===== src/rtl/time_reader.sv =====
// time_reader: captures a coherent snapshot of the live time counters and streams it out as BCD digits.
//
// Streams six digits (HH MM SS), or four digits (HH MM) when SKIP_SECONDS=1, over a valid/ready handshake.
// Optional feature: define TIME_READ_12H_EN to send the hours in 12-hour format and to latch pm_flag.
//
// Ports:
//   clk         in   system clock, rising edge
//   reset       in   asynchronous active-high reset
//   rd_req      in   capture-and-send request, sampled only while idle
//   q_seconds   in   [5:0] live seconds
//   q_minutes   in   [5:0] live minutes
//   q_hours     in   [4:0] live hours (0-23)
//   digit       out  [3:0] current BCD digit
//   digit_idx   out  [2:0] digit position, 5 = hours tens ... 0 = seconds units
//   digit_valid out  digit/digit_idx await transfer
//   digit_ready in   sink accepts the digit
//   busy        out  readout in progress
//   rd_done     out  one-cycle pulse after the last transfer
//   pm_flag     out  PM indicator of the captured time
module time_reader #(
    parameter int SKIP_SECONDS = 0
) (
    input  logic       clk,
    input  logic       reset,
    input  logic       rd_req,
    input  logic [5:0] q_seconds,
    input  logic [5:0] q_minutes,
    input  logic [4:0] q_hours,
    output logic [3:0] digit,
    output logic [2:0] digit_idx,
    output logic       digit_valid,
    input  logic       digit_ready,
    output logic       busy,
    output logic       rd_done,
    output logic       pm_flag
);
    typedef enum logic [1:0] {IDLE, SEND, DONE} state_t;

    localparam logic [2:0] LAST_IDX = (SKIP_SECONDS != 0) ? 3'd2 : 3'd0;

    state_t     r_state, w_next;
    logic [5:0] r_sec, r_min;
    logic [4:0] r_hr;
    logic [2:0] r_idx;
    logic [5:0] w_hr, w_val;
    logic       w_xfer, w_last, w_cap;

    assign w_cap  = (r_state == IDLE) && rd_req;
    assign w_xfer = digit_valid && digit_ready;
    assign w_last = (r_idx == LAST_IDX);

    always_ff @(posedge clk or posedge reset) begin
        if (reset) r_state <= IDLE;
        else       r_state <= w_next;
    end

    always_comb begin
        w_next = r_state;
        case (r_state)
            IDLE:    w_next = rd_req ? SEND : IDLE;
            SEND:    w_next = (w_xfer && w_last) ? DONE : SEND;
            DONE:    w_next = IDLE;
            default: w_next = IDLE;
        endcase
    end

    // All three counters are latched on the same edge so a rollover cannot tear the snapshot.
    always_ff @(posedge clk or posedge reset) begin
        if (reset) begin
            r_sec <= '0;
            r_min <= '0;
            r_hr  <= '0;
            r_idx <= '0;
        end else if (w_cap) begin
            r_sec <= q_seconds;
            r_min <= q_minutes;
            r_hr  <= q_hours;
            r_idx <= 3'd5;
        end else if (w_xfer && !w_last) begin
            r_idx <= r_idx - 3'd1;
        end
    end

`ifdef TIME_READ_12H_EN
    logic r_pm;

    always_ff @(posedge clk or posedge reset) begin
        if (reset)      r_pm <= 1'b0;
        else if (w_cap) r_pm <= (q_hours >= 5'd12);
    end

    assign pm_flag = r_pm;
    assign w_hr    = (r_hr == 5'd0) ? 6'd12 : (r_hr > 5'd12) ? {1'b0, r_hr - 5'd12} : {1'b0, r_hr};
`else
    assign pm_flag = 1'b0;
    assign w_hr    = {1'b0, r_hr};
`endif

    // idx[2:1] selects the field (2 = hours, 1 = minutes, 0 = seconds); odd positions carry the tens digit.
    assign w_val       = (r_idx[2:1] == 2'd2) ? w_hr : (r_idx[2:1] == 2'd1) ? r_min : r_sec;
    assign digit_valid = (r_state == SEND);
    assign busy        = (r_state == SEND);
    assign rd_done     = (r_state == DONE);
    assign digit       = !digit_valid ? 4'd0 : r_idx[0] ? 4'(w_val / 6'd10) : 4'(w_val % 6'd10);
    assign digit_idx   = digit_valid ? r_idx : 3'd0;
endmodule


===== config.mk =====
export PLATFORM = sky130hd
export DESIGN_NAME = time_reader
export DESIGN_NICKNAME = d
export VERILOG_FILES = /design/src/rtl/time_reader.sv
export SDC_FILE = /design/constraint.sdc
export NUM_CORES = 1
export LEC_CHECK = 0
export CAP_MARGIN = 20
export CORE_MARGIN = 2
export CORE_UTILIZATION = 24
export CTS_CLUSTER_SIZE = 10
export DETAILED_ROUTE_END_ITERATION = 8
export PLACE_DENSITY = 0.55
export SLEW_MARGIN = 10
export SYNTH_ARGS = -nofsm -noshare
export SYNTH_HDL_FRONTEND = slang
export SYNTH_SLANG_ARGS = --single-unit

===== constraint.sdc =====
create_clock -name clk -period 4.75 [get_ports clk]
set_input_delay 0.95 -clock clk [delete_from_list [all_inputs] [get_ports clk]]
set_output_delay 0.95 -clock clk [all_outputs]
set_load 0.02 [all_outputs]

## Yosys cells after proc, flatten, opt, wreduce, memory -nomap -nowiden

Index checks and enable logic that the tools add are counted.
W data, S select, Z words.

- Divide/modulo/power cells: 2
- Muxes and demuxes: 10
- $add $sub $neg: 1
- Equal/unequal tests: 4
- Reduce and logical (&&, ||, !) cells: 8

Operators with widths:

| operator | count |
|---|---|
| $mux W6 | 2 |
| $mux W3 | 3 |
| $mux W4 | 2 |
| $div A6 B4 Y6 const B | 1 |
| $mod A6 B4 Y6 const B | 1 |
| $eq A2 B1 Y1 const B | 2 |
| $eq A2 B2 Y1 const B | 2 |
| $logic_and A1 B1 Y1 | 4 |
| $pmux W2 S2 | 1 |
| $logic_not A3 Y1 | 1 |
| $sub A3 B1 Y3 const B | 1 |
| $logic_not A2 Y1 | 1 |
| $mux W2 | 1 |
| $reduce_bool A2 Y1 | 1 |
| $logic_not A1 Y1 | 1 |
| $mux W1 | 1 |

- Bits of input ports: 21
- Bits in registers: 22
- Logic and storage cells: 30
- Output and inout bits: 11

## Longest topological paths before layout

Gate-level depths: netlist of run 1.

- Depth after elaboration: 6
- Gate-level depth with buffers: 13
- Mapped depth without buffers: 11

## Least setup slack after synthesis of run 1

Ideal clock, no wire load.

- Path type: register to output
- From: reg r_idx[1]
- To: out digit[3]
- Path buffers: 2
- Stages on the path, launching flop included: 13
- Required time: 3.800 ns
- Setup slack: 1.170 ns
- Data arrival time: 2.630 ns
- Path through: dfrtp_1 > buf_4 > xor2_2 > o221ai_1 > nand2b_1 > buf_2 > nand2_1 > o22ai_1 > a21oi_1 > ha_1 > xnor2_1 > a21oi_1 > a2111oi_2

- Word-level cells in the longest chain between the ends: 6
- Elaborated cells on any way between the ends: 8
- Those cells by class: div: 2; eq/ne: 2; mux: 4

Ends and longest elaborated chain:

| element | RTL line | source |
|---|---|---|
| start: declaration | 44 | `logic [2:0] r_idx;` |
| start signal: assignment | 80 | `r_idx <= r_idx - 3'd1;` |
| $eq A2 B1 Y1 | 100 | `assign w_val = (r_idx[2:1] == 2'd2) ? w_hr : (r_idx[2:1] == 2'd1) ? r_min : r_sec;` |
| $mux W6 | 100 |  |
| $mux W6 (*) | 100 |  |
| $mod A6 B4 Y6 / $div A6 B4 Y6 (equally long branches) | 104 | `assign digit = !digit_valid ? 4'd0 : r_idx[0] ? 4'(w_val / 6'd10) : 4'(w_val % 6'd10);` |
| $mux W4 (*) (2 in series) | 104 |  |
| end: declaration | 29 | `output logic [3:0] digit,` |

Mark *: on every way between the ends. The rest lies on a longest branch, timed or not.

## Worst setup path after layout of run 1

- From: reg r_idx[2]
- To: out digit[2]

The elaborated chain is that of the path after synthesis.

==> results of run 1 <==
==> registers in the layout, summed over array words and instances, names as in the netlist <==
signal,cells
r_hr,5
r_sec,6
r_state,2
r_min,6
r_idx,3
==> synthesized netlist by cell type, types with 2 or more instances <==
cell / number
a211oi_1: 3
a21oi_1: 13
buf_1: 2
buf_2: 3
buf_4: 5
clkbuf_1: 5
dfrtp_1: 22
ha_1: 3
inv_1: 6
mux2i_1: 2
nand2_1: 60
nand2b_1: 4
nor2_1: 8
nor2b_1: 2
nor3_1: 2
nor3b_1: 2
o211ai_1: 3
o21ai_0: 8
o221a_2: 3
o221ai_1: 3
o221ai_2: 2
o22ai_1: 3
or3b_1: 4
xnor2_1: 3
==> per-layer routing <==
| metal | GRT usage | wire length (um) |
|---|---|---|
| met3 | 0.01739 | 142 |
| met4 | 0.03500 | 43 |
| met1 | 0.1451 | 1608 |
| met2 | 0.1797 | 1679 |
| met5 | 0 | 0 |
==> critical path, delay by kind of cell (launching register included) <==
kind	cells	cell delay [ps]
fa+ha+maj	1	300
flops	1	520
simple gates	4	830
buf+inv	1	610
compound gates	6	920
==> logic make-up (layout without fill, tap and decap cells) <==
kind of cell	count (synthesis)	count (layout)	synth area share
AO/OA/AOI/OAI	43	43	0.2125
AND/OR/NAND/NOR	87	87	0.2620
buffers and inverters	22	46	0.07167
multiplexers	3	3	0.02133
adder cells (fa/ha/maj)	3	3	0.02560
XOR/XNOR	4	4	0.02902
other	1	1	0.002557
flip-flops	22	22	0.3754
==> metrics by stage <==
step           instances  area, um2  hold slack (ps)  utilization  setup slack, ps
6_report             284       1932            485.0       0.3263            347.4
5_1_grt              284       1932            517.4       0.3263            125.4
4_1_cts              280       1861            489.1       0.3142            34.83
3_3_place_gp         276       1789            463.5       0.3022            463.3
2_1_floorplan        185       1466            439.5            -             1170
3_5_place_dp         276       1789            468.5       0.3022            323.3
==> worst paths after layout <==
| path | start | to | slack, ps | depth (start not counted) |
|---|---|---|---|---|
| min in group asynchronous | reset | r_sec[5] | 1140 | 2 |
| worst max register to register | r_idx[1] | r_idx[2] | 2970 | 5 |
| worst min-delay path | r_min[1] | r_min[1] | 490 | 2 |
| max in group asynchronous | reset | r_sec[3] | 3100 | 2 |
| worst max-delay path | r_idx[2] | digit[2] | 350 | 12 |
| worst min register to register | r_min[1] | r_min[1] | 490 | 2 |
==> area by class of cell <==
| cell class | count | area, um2 |
|---|---|---|
| Clock buffer | 3 | 41.29 |
| Tap cell | 75 | 93.84 |
| Multi-Input combinational cell | 141 | 849.6 |
| Timing Repair Buffer | 35 | 340.3 |
| Inverter | 7 | 26.28 |
| Clock inverter | 1 | 30.03 |
| Sequential cell | 22 | 550.5 |
| Fill cell | 628 | 3989 |
==> repair_timing <==
action,CTS,global route
gates resized for setup,0,6
setup buffers,0,4
endpoints found under the setup margin,0,2
==> metrics list, run 1 <==
* CP max-delay cell: clkdlybuf4s50_1
* RSZ-0062 raised after global routing: no
* Mapped Area: about 0.0015 mm2
* Syn nets: 209
- In the global route stage, overall resource usage came out at 0.1087.
- The worst setup path is captured at an output pin.
- The floorplan step defined a die boundary enclosing 0.006751 mm2.
- The library cell used most frequently in the layout, excluding fill and tap cells, is nand2_1.
* Cells after synthesis: ~190
- The first global-routing pass estimated 5664 um of wire.
- The detailed router placed 1,307 vias in this run.
* Die extent in y: slightly above 80 um
* Share of the clock period used by the worst path after layout: 0.9269
- Top Ports: 32
- Setup violations remaining at the end of the flow were counted as 0.
- Adding up every negative setup slack in the final design gives 0 ps.
- The net count of the finished layout is around 230.
- Clock-pin transition on the worst setup and hold timing paths: ~80 ps
* CTS H-Tree Depth: 1
- Placed wire-length estimate: 2594 um
- Initial core utilization: 0.2477
- Largest area contributor in the netlist: dfrtp_1
* Buffer depth of the longest clock path: 2
- Antenna violations before repair: 0
- After detailed routing, the number of remaining DRC violations is 0.
- Slowest Stage Delay on Critical Path: 610 ps
* Maximum number of pins on one net before global-route repair: 23
- After detailed routing, the average wire length per cell comes to approximately 12 um.
- Vias in the first global route: 1,226
- The number of antenna diodes in the final layout is 0.
- Latest clock arrival within the worst-skew pair: about 270 ps
- The setup path with the least slack is of type flip-flop to output pin.
- CTS tree: yes
- Vias per cell: 4.602
- Clock tree synthesis inserted a total of 3 buffers.
- Result of the run: completed
- Arrival time at the worst endpoint: 3450 ps
* Maximum fanout count along the critical path: 12
* CTS Hold Buffers Added: 0
- Derived from the worst setup path, the maximum achievable clock frequency is 0.2271 GHz.
- Row generation in the floorplan step produced 28 rows.
- Area of the core: 0.005921 mm2
- Yosys attributes the largest share of cell area to dfrtp_1 38%, nand2_1 15%, a21oi_1 4.4%.
- Of the cells placed in the final design, the portion with a size suffix greater than 1 is 0.1053.
- The tool flagged a number of max-cap violations equal to 0.
* Sink count of the clock tree: 22
- Fin crit period: between 4000 and 5000 ps
* Post-synthesis async set-or-reset flop share: 1.000
* Number of DRC markers in iteration 0: 54
- Post-route clock skew: slightly above 1 ps
- The final layout contains routed wiring with a total length of 3474 um.
- For the pin with the worst max-slew slack, the measured transition is approximately 800 ps.
* HP Class: flip-flop to flip-flop
- Among all flip-flop cells after synthesis, the most frequent one is dfrtp_1.
* Buffers added on ports: 30
- After synthesis, the netlist uses 38 different library cells.
- The Yosys step of the flow raised 0 warnings.
* Launching element type of the critical path: flip-flop
- Critical path, cell by cell: nand2b_2 > o221ai_4 > nand2b_2 > nand2_1 > o22ai_1 > a21oi_1 > ha_1 > nor2b_1 > o22ai_1 > a211oi_1 > a21oi_1 > clkdlybuf4s50_1
* Post-DRT Antenna Nets: 0
- Pre-antenna DRT Iters: 4
* Max-slew violations: 0
* Data required time at the worst endpoint: 3800 ps
- Final count of hold timing violations: 0
- The top cell types in the final layout, fill and taps aside, are 60 x nand2_1, 29 x clkdlybuf4s50_1, 22 x dfrtp_1, 13 x a21oi_1.
* Total grt overflow: 0
- The die is between 80 and 90 um wide.
* CTS root buf: clkbuf_8
- The worst pin sits at a relative slew slack of 0.4516.
- Final estimated routing congestion in global placement: 0.7968
- From synthesis to final layout, the design area changed by 31.74%.
- Part of the Yosys area used for sequential elements: 0.3754
- Yosys mapped a number of flops with a built-in enable equal to 0.
- The average instance in the mapped netlist occupies ~7.9 um2.
- #FFs+latches synth: 22
- The share of synthesized area in the top cell type comes to 0.3754.
Power of run 1 is not shown: default switching activity piles up to over one toggle a cycle in this logic, so the estimate is an artifact.
==> inputs of run 2 (changes only) <==
==> constraint.sdc (replaced) <==
create_clock -name clk -period 4.75 [get_ports clk]
set_input_delay 0.475 -clock clk [delete_from_list [all_inputs] [get_ports clk]]
set_output_delay 0.475 -clock clk [all_outputs]
set_load 0.02 [all_outputs]
==> metrics list, run 2 (synthesis results as in run 1) <==
- Result of the run: completed (unchanged).
- The first-pass GRT wire length is 5802 um (was 5664 um).
- Count of nets after finishing: 230 (was 234)
* CTS root buf: clkbuf_8 (unchanged)
* Worst vdd rail ir drop: 0.4973 mV
* Category of the worst setup path capture point: output pin (unchanged)
* Slowest Stage Delay on Critical Path: 660 ps (was 610 ps)
- The violation count after the first detailed-route iteration was 52 (was 54).
* Buffers plus inverters on the worst setup path: 1 (unchanged)
- Number of rows in the core area: 28 (unchanged)
- The placeable core region came to 0.005921 mm2 (unchanged).
* Final estimated routing congestion in global placement: 0.7961 (was 0.7968)
- The highest attainable clock frequency came to 0.2344 GHz (was 0.2271 GHz).
- Latest clock arrival within the worst-skew pair: 270 ps (about the same)
- Final worst hold slack: 487.4 ps (was 485.0 ps)
* Clock-pin transition on the worst setup and hold timing paths: 80 ps (about the same)
* Die extent in y: 82.17 um (unchanged)
- The family of cells with the greatest summed delay on the critical path is compound AO/OA/AOI/OAI gates (unchanged).
- The number of hold-repair buffers added at the cts stage is 0 (unchanged).
- Number of setup buffers added after CTS: 0 (unchanged)
* Sink count of the clock tree: 22 (unchanged)
* Final count of hold timing violations: 0 (unchanged)
- The area growth from synthesis to layout came to 26.88% (was 31.74%).
- Top Ports: 32 (unchanged)
- Pre-antenna DRT Iters: 4 (unchanged)
- Launching element type of the critical path: flip-flop (unchanged)
- For this design the static power due to leakage is 0.8280 nW.
* Vias in the first global route: 1,233 (was 1,226)
- The worst slew slack as a fraction of its limit came to 0.4359 (was 0.4516).
- Max-slew violations: 0 (unchanged)
* Arrival time at the worst endpoint: 3790 ps (was 3450 ps)
- The number of fill cells was 631 (was 628).
- Critical path, cell by cell: nand2b_1 > o221ai_2 > nand2b_1 > nand2_1 > o22ai_1 > a21oi_1 > ha_1 > xnor2_1 > a21oi_1 > a2111oi_2 > clkdlybuf4s50_1 (was nand2b_2 > o221ai_4 > nand2b_2 > nand2_1 > o22ai_1 > a21oi_1 > ha_1 > nor2b_1 > o22ai_1 > a211oi_1 > a21oi_1 > clkdlybuf4s50_1)
- The mean number of vias per cell was 4.639 (was 4.602).
- The number of antenna repair diodes is 0 (unchanged).
- The most common cell after layout, fill and taps aside is nand2_1 (unchanged).
* Post-route clock skew: 5.502 ps (was 1.026 ps)
- The number of routed nets with antenna violations came to 0 (unchanged).
- Max-cap check violation count: 0 (unchanged)
- Share of the clock period used by the worst path after layout: 0.8982 (was 0.9269)
- The detailed placement HPWL is 2556 um (was 2594 um).
* RSZ-0062 raised after global routing: no (unchanged)
* Die Outline Area: 0.006751 mm2 (unchanged)
- Die W: 82.17 um (unchanged)
- DRC errors left: 0 (unchanged)
- Total negative slack: 0 ps (unchanged)
- Startpoint-to-endpoint class of the critical path: flip-flop to output pin (unchanged)
- The shortest clock period the worst path allows after layout was 4266 ps (was 4403 ps).
- Maximum fanout count along the critical path: 12 (unchanged)
* Largest registers: r_min x6, r_sec x6, r_hr x5 (unchanged)
- Total grt overflow: 0 (unchanged)
- The number of cells in the design after placement is 276 (unchanged).
* Antenna violations before repair: 0 (unchanged)
- The clock buffer count from CTS is 3 (unchanged).
- Commonest cells after routing, fill and taps aside: 60 x nand2_1, 30 x clkdlybuf4s50_1, 22 x dfrtp_1, 13 x a21oi_1 (was 60 x nand2_1, 29 x clkdlybuf4s50_1, 22 x dfrtp_1, 13 x a21oi_1)
* Routed WL: 3473 um (was 3474 um)
- The via count of the routed design was 1,299 (was 1,307).
- The maximum number of pins on one net before global-route repair came to 23 (unchanged).
* Buffer depth of the longest clock path: 2 (unchanged)
- Initial core utilization: 0.2477 (unchanged)
- CTS tree: yes (unchanged)
* Post-detailed-route wirelength per cell: 12.40 um (was 12.23 um)
- HP Class: flip-flop to flip-flop (unchanged)
* Data required time at the worst endpoint: 4280 ps (was 3800 ps)
* Global router's overall resource usage: 0.1120 (was 0.1087)
* CTS resizes: 0 (unchanged)
- The actual slew at the worst max-slew pin came to 845.2 ps (was 821.7 ps).
* Final Core Density: 0.3142 (was 0.3263)
- The setup-violating endpoint count in the final report was 0 (unchanged).
- The non-filler instance count after layout is 280 (was 284).
- Power density cells: 901.4 mW/mm2
* CTS H-Tree Depth: 1 (unchanged)
* Buffers added on ports: 30 (unchanged)
- CP max-delay cell: clkdlybuf4s50_1 (unchanged)
- Fraction of layout cells with a size suffix above 1: 0.07805 (was 0.1053)
==> run 2: final timing paths <==
kind                          start       end  slack [ps]  cells after the start
min in group asynchronous     reset  r_min[0]         680                      2
hold / removal             r_min[5]  r_min[5]         490                      2
setup / recovery           r_idx[2]  digit[3]         480                     11
setup reg to reg           r_idx[0]  r_idx[2]        2980                      5
hold reg to reg            r_min[5]  r_min[5]         490                      2
max in group asynchronous     reset  r_sec[0]        3550                      2
==> run 2: metrics by stage <==
| stage | power (mW) | setup slack (ps) | instance area (um2) |
|---|---|---|---|
| finish | 1.677 | 483.8 | 1861 |
| floorplan | 1.230 | 1645 | 1466 |
| detailed placement | 1.509 | 762.2 | 1789 |
| CTS | 1.692 | 465.6 | 1861 |
| global route | 1.844 | 159.6 | 1861 |
| global placement | 1.498 | 939.6 | 1789 |
==> run 2: cell type report <==
cell class | instances | area [um2] | share of cell area
inverter | 7 | 26.28 | 0.01412
multi-input combinational | 141 | 810.8 | 0.4358
clock buffer | 3 | 41.29 | 0.02219
sequential | 22 | 550.5 | 0.2959
clock inverter | 1 | 30.03 | 0.01614
timing repair buffer | 31 | 307.8 | 0.1654
tap | 75 | 93.84 | 0.05044
==> run 2: layer usage <==
metal,up-vias,track usage,wire [um]
met3,5,0.01739,112
li1,667,-,-
met1,600,0.1574,1642
met4,0,0.04000,49
met5,-,0,0
met2,27,0.1740,1668
==> run 2: power by group <==
group          switching (mW)  internal (mW)  leakage (nW)  total [mW]
Combinational           0.653          0.496         0.523        1.15
Sequential             0.0820          0.270         0.269       0.352
Clock                  0.0634          0.113        0.0357       0.176
==> run 2: worst reg2reg max path, stage by stage, from the launching register on <==
cell     delay (ps)
dfrtp_1         520
inv_1           180
ha_1            240
a21oi_1         390
and3_1          210
o21ai_0          80
(Power assumes the default switching activity.)
==> inputs of run 3 (changes only) <==
--- a/config.mk
+++ b/config.mk
@@ -8,9 +8,11 @@
 export CAP_MARGIN = 20
 export CORE_MARGIN = 2
 export CORE_UTILIZATION = 24
+export CTS_BUF_LIST = sky130_fd_sc_hd__clkbuf_8
 export CTS_CLUSTER_SIZE = 10
 export DETAILED_ROUTE_END_ITERATION = 8
 export PLACE_DENSITY = 0.55
+export REMOVE_ABC_BUFFERS = 1
 export SLEW_MARGIN = 10
 export SYNTH_ARGS = -nofsm -noshare
 export SYNTH_HDL_FRONTEND = slang
==> metrics list, run 3 (synthesis results as in run 1) <==
* Endpoint of the most critical setup path: digit[3] (unchanged)
- The cell area after layout was 0.001831 mm2 (was 0.001861 mm2).
- The final hold violation count was 0 (unchanged).
- Reg2reg path depth: 5 (unchanged)
- The clock buffer count from CTS was 3 (unchanged).
- Initial core utilization: 0.2477 (unchanged)
* Pre-CTS worst setup slack: 781.4 ps (was 762.2 ps)
* CTS root buf: clkbuf_8 (unchanged)
* Slowest Stage Delay on Critical Path: 660 ps (about the same)
* Maximum number of pins on one net before global-route repair: 23 (unchanged)
- Peak clock frequency supported by timing: 0.2376 GHz (was 0.2344 GHz)
* Vias per cell: 4.710 (was 4.639)
- Fin crit period: 4209 ps (was 4266 ps)
* HP Class: flip-flop to flip-flop (unchanged)
* CTS H-Tree Depth: 1 (unchanged)
- Setup-violating endpoint count in the final report: 0 (unchanged)
- The average detailed-routed wire length per instance was 12.02 um (was 12.40 um).
- The I/O pin total was 32 (unchanged).
- Antenna violations before repair: 0 (unchanged)
- Total negative slack: 0 ps (unchanged)
- RSZ-0062 raised after global routing: no (unchanged)
* Maximum fanout count along the critical path: 12 (unchanged)
- The post-cts repair resize count is 0 (unchanged).
- Area of the core: 0.005921 mm2 (unchanged)
- The worst reg2reg path startpoint is r_idx[0] (unchanged).
- Sink count of the clock tree: 22 (unchanged)
* First element of the critical path: r_idx[2] (unchanged)
- Fraction of layout cells with a size suffix above 1: 0.07353 (was 0.07805)
* Pre-antenna DRT Iters: 4 (unchanged)
- CTS tree: yes (unchanged)
- Clock-pin transition on the worst setup and hold timing paths: 80 ps (about the same)
- The final worst clock skew came to 5.797 ps (was 5.502 ps).
* Critical path, cell by cell: nand2b_1 > o221ai_2 > nand2b_1 > o21ai_0 > a21oi_1 > ha_1 > xnor2_1 > a21oi_1 > a2111oi_2 > clkdlybuf4s50_1 (was nand2b_1 > o221ai_2 > nand2b_1 > nand2_1 > o22ai_1 > a21oi_1 > ha_1 > xnor2_1 > a21oi_1 > a2111oi_2 > clkdlybuf4s50_1)
- Die extent in y: 82.17 um (unchanged)
- Worst slew pin tran: 840.2 ps (was 845.2 ps)
- The row count is 28 (unchanged).
- The number of gates on the worst path with buffers counted was 10 (was 11).
* Global-route wire length before repair: 5664 um (was 5802 um)
* Number of filler cells placed in the layout: 631 (unchanged)
- Gate family responsible for the most delay along the worst path: compound AO/OA/AOI/OAI gates (unchanged)
* Buffers added on ports: 30 (unchanged)
- The count of unresolved DRC violations after routing was 0 (unchanged).
- The violation count after the first detailed-route iteration was 45 (was 52).
* Count of nets after finishing: 230 (unchanged)
* Number of vias after detailed routing: 1,314 (was 1,299)
* Antenna Cells: 0 (unchanged)
- The sum of routed wire length over all layers was 3353 um (was 3473 um).
- Final estimated routing congestion in global placement: 0.8280 (was 0.7961)
* CTS Hold Buffers Added: 0 (unchanged)
- Die Outline Area: 0.006751 mm2 (unchanged)
- Result of the run: completed (unchanged)
* Category of the worst setup path capture point: output pin (unchanged)
- The area of the multi-input gates is 810.8 um2 (unchanged).
- The buffer depth of the longest clock path was 2 (unchanged).
- The number of pins exceeding their max-slew limit in the final report was 0 (unchanged).
* Largest registers: r_min x6, r_sec x6, r_hr x5 (unchanged)
- The insertion delay to the later sink of the worst-skew pair was 250 ps (was 270 ps).
- The area growth from synthesis to layout came to 24.83% (was 26.88%).
- Placed Area: 0.001789 mm2 (unchanged)
- The number of routed nets with antenna violations is 0 (unchanged).
- Register cell area after layout: 550.5 um2 (unchanged)
* Worst-case setup margin in the final layout: 541.5 ps (was 483.8 ps)
- The detailed placement HPWL was 2517 um (was 2556 um).
* Global router's overall resource usage: 0.1062 (was 0.1120)
- Commonest non-fill, non-tap cell in the layout: nand2_1 (unchanged)
- Number of cells on the worst hold path: 2 (unchanged)
* CP max-delay cell: clkdlybuf4s50_1 (unchanged)
- Vias in the first global route: 1,270 (was 1,233)
* Relative slew slack: 0.4393 (was 0.4359)
- Share of the clock period used by the worst path after layout: 0.8860 (was 0.8982)
- The count of max-cap constraint violations is 0 (unchanged).
- The type of origin of the critical path was a flip-flop (unchanged).
* Buffers plus inverters on the worst setup path: 1 (unchanged)
- Crit Reg-Reg Endpoint: r_idx[2] (unchanged)
- Data required time at the worst endpoint: 4280 ps (about the same)
- The remaining global-route overflow came to 0 (unchanged).
- Commonest cells after routing, fill and taps aside: 60 x nand2_1, 30 x clkdlybuf4s50_1, 22 x dfrtp_1, 13 x a21oi_1 (unchanged).
- Worst reg2reg setup slack: 3030 ps (was 2980 ps)
* Startpoint-to-endpoint class of the critical path: flip-flop to output pin (unchanged)
* Number of setup buffers added after CTS: 0 (unchanged)
* Arrival time at the worst endpoint: 3730 ps (was 3790 ps)
* Final worst hold slack: 481.2 ps (was 487.4 ps)
* Die W: 82.17 um (unchanged)
-- run 3: worst min-delay path by stage --
stage          slack (ps)  endpoint      from
2_1_floorplan         440   r_hr[0]   r_hr[0]
3_3_place_gp          470   r_hr[1]   r_hr[1]
3_5_place_dp          470  r_sec[0]  r_sec[0]
4_1_cts               490  r_sec[0]  r_sec[0]
5_1_grt               520   r_hr[3]   r_hr[3]
6_report              480   r_hr[1]   r_hr[1]
-- run 3: cell type report --
class / instances / share of cell area
clock buffer: 3 / 0.02256
inverter: 7 / 0.01435
multi-input combinational: 141 / 0.4429
sequential: 22 / 0.3008
tap: 75 / 0.05126
timing repair buffer: 31 / 0.1681
-- run 3: routing by layer --
layer | global-route usage | wire [um]
met1 | 0.1419 | 1648
met2 | 0.1829 | 1591
met3 | 0.01304 | 93
met5 | 0 | 0
met4 | 0.02500 | 19
-- run 3: metrics by stage --
step                std cells    util
floorplan                 170       -
CTS                       279  0.3092
detailed placement        276  0.3022
global placement          276  0.3022
finish                    279  0.3092
global route              279  0.3092
-- run 3: worst register-to-register path: cells and delay by family (launching register included) --
family                     cells  cell delay (ps)
adders and majority gates      1              240
and+or+nand+nor                1              200
DFF                            1              520
AOI/OAI and AO/OA              2              410
buffers and inverters          1              180
Power of run 3 is left out for the same reason.
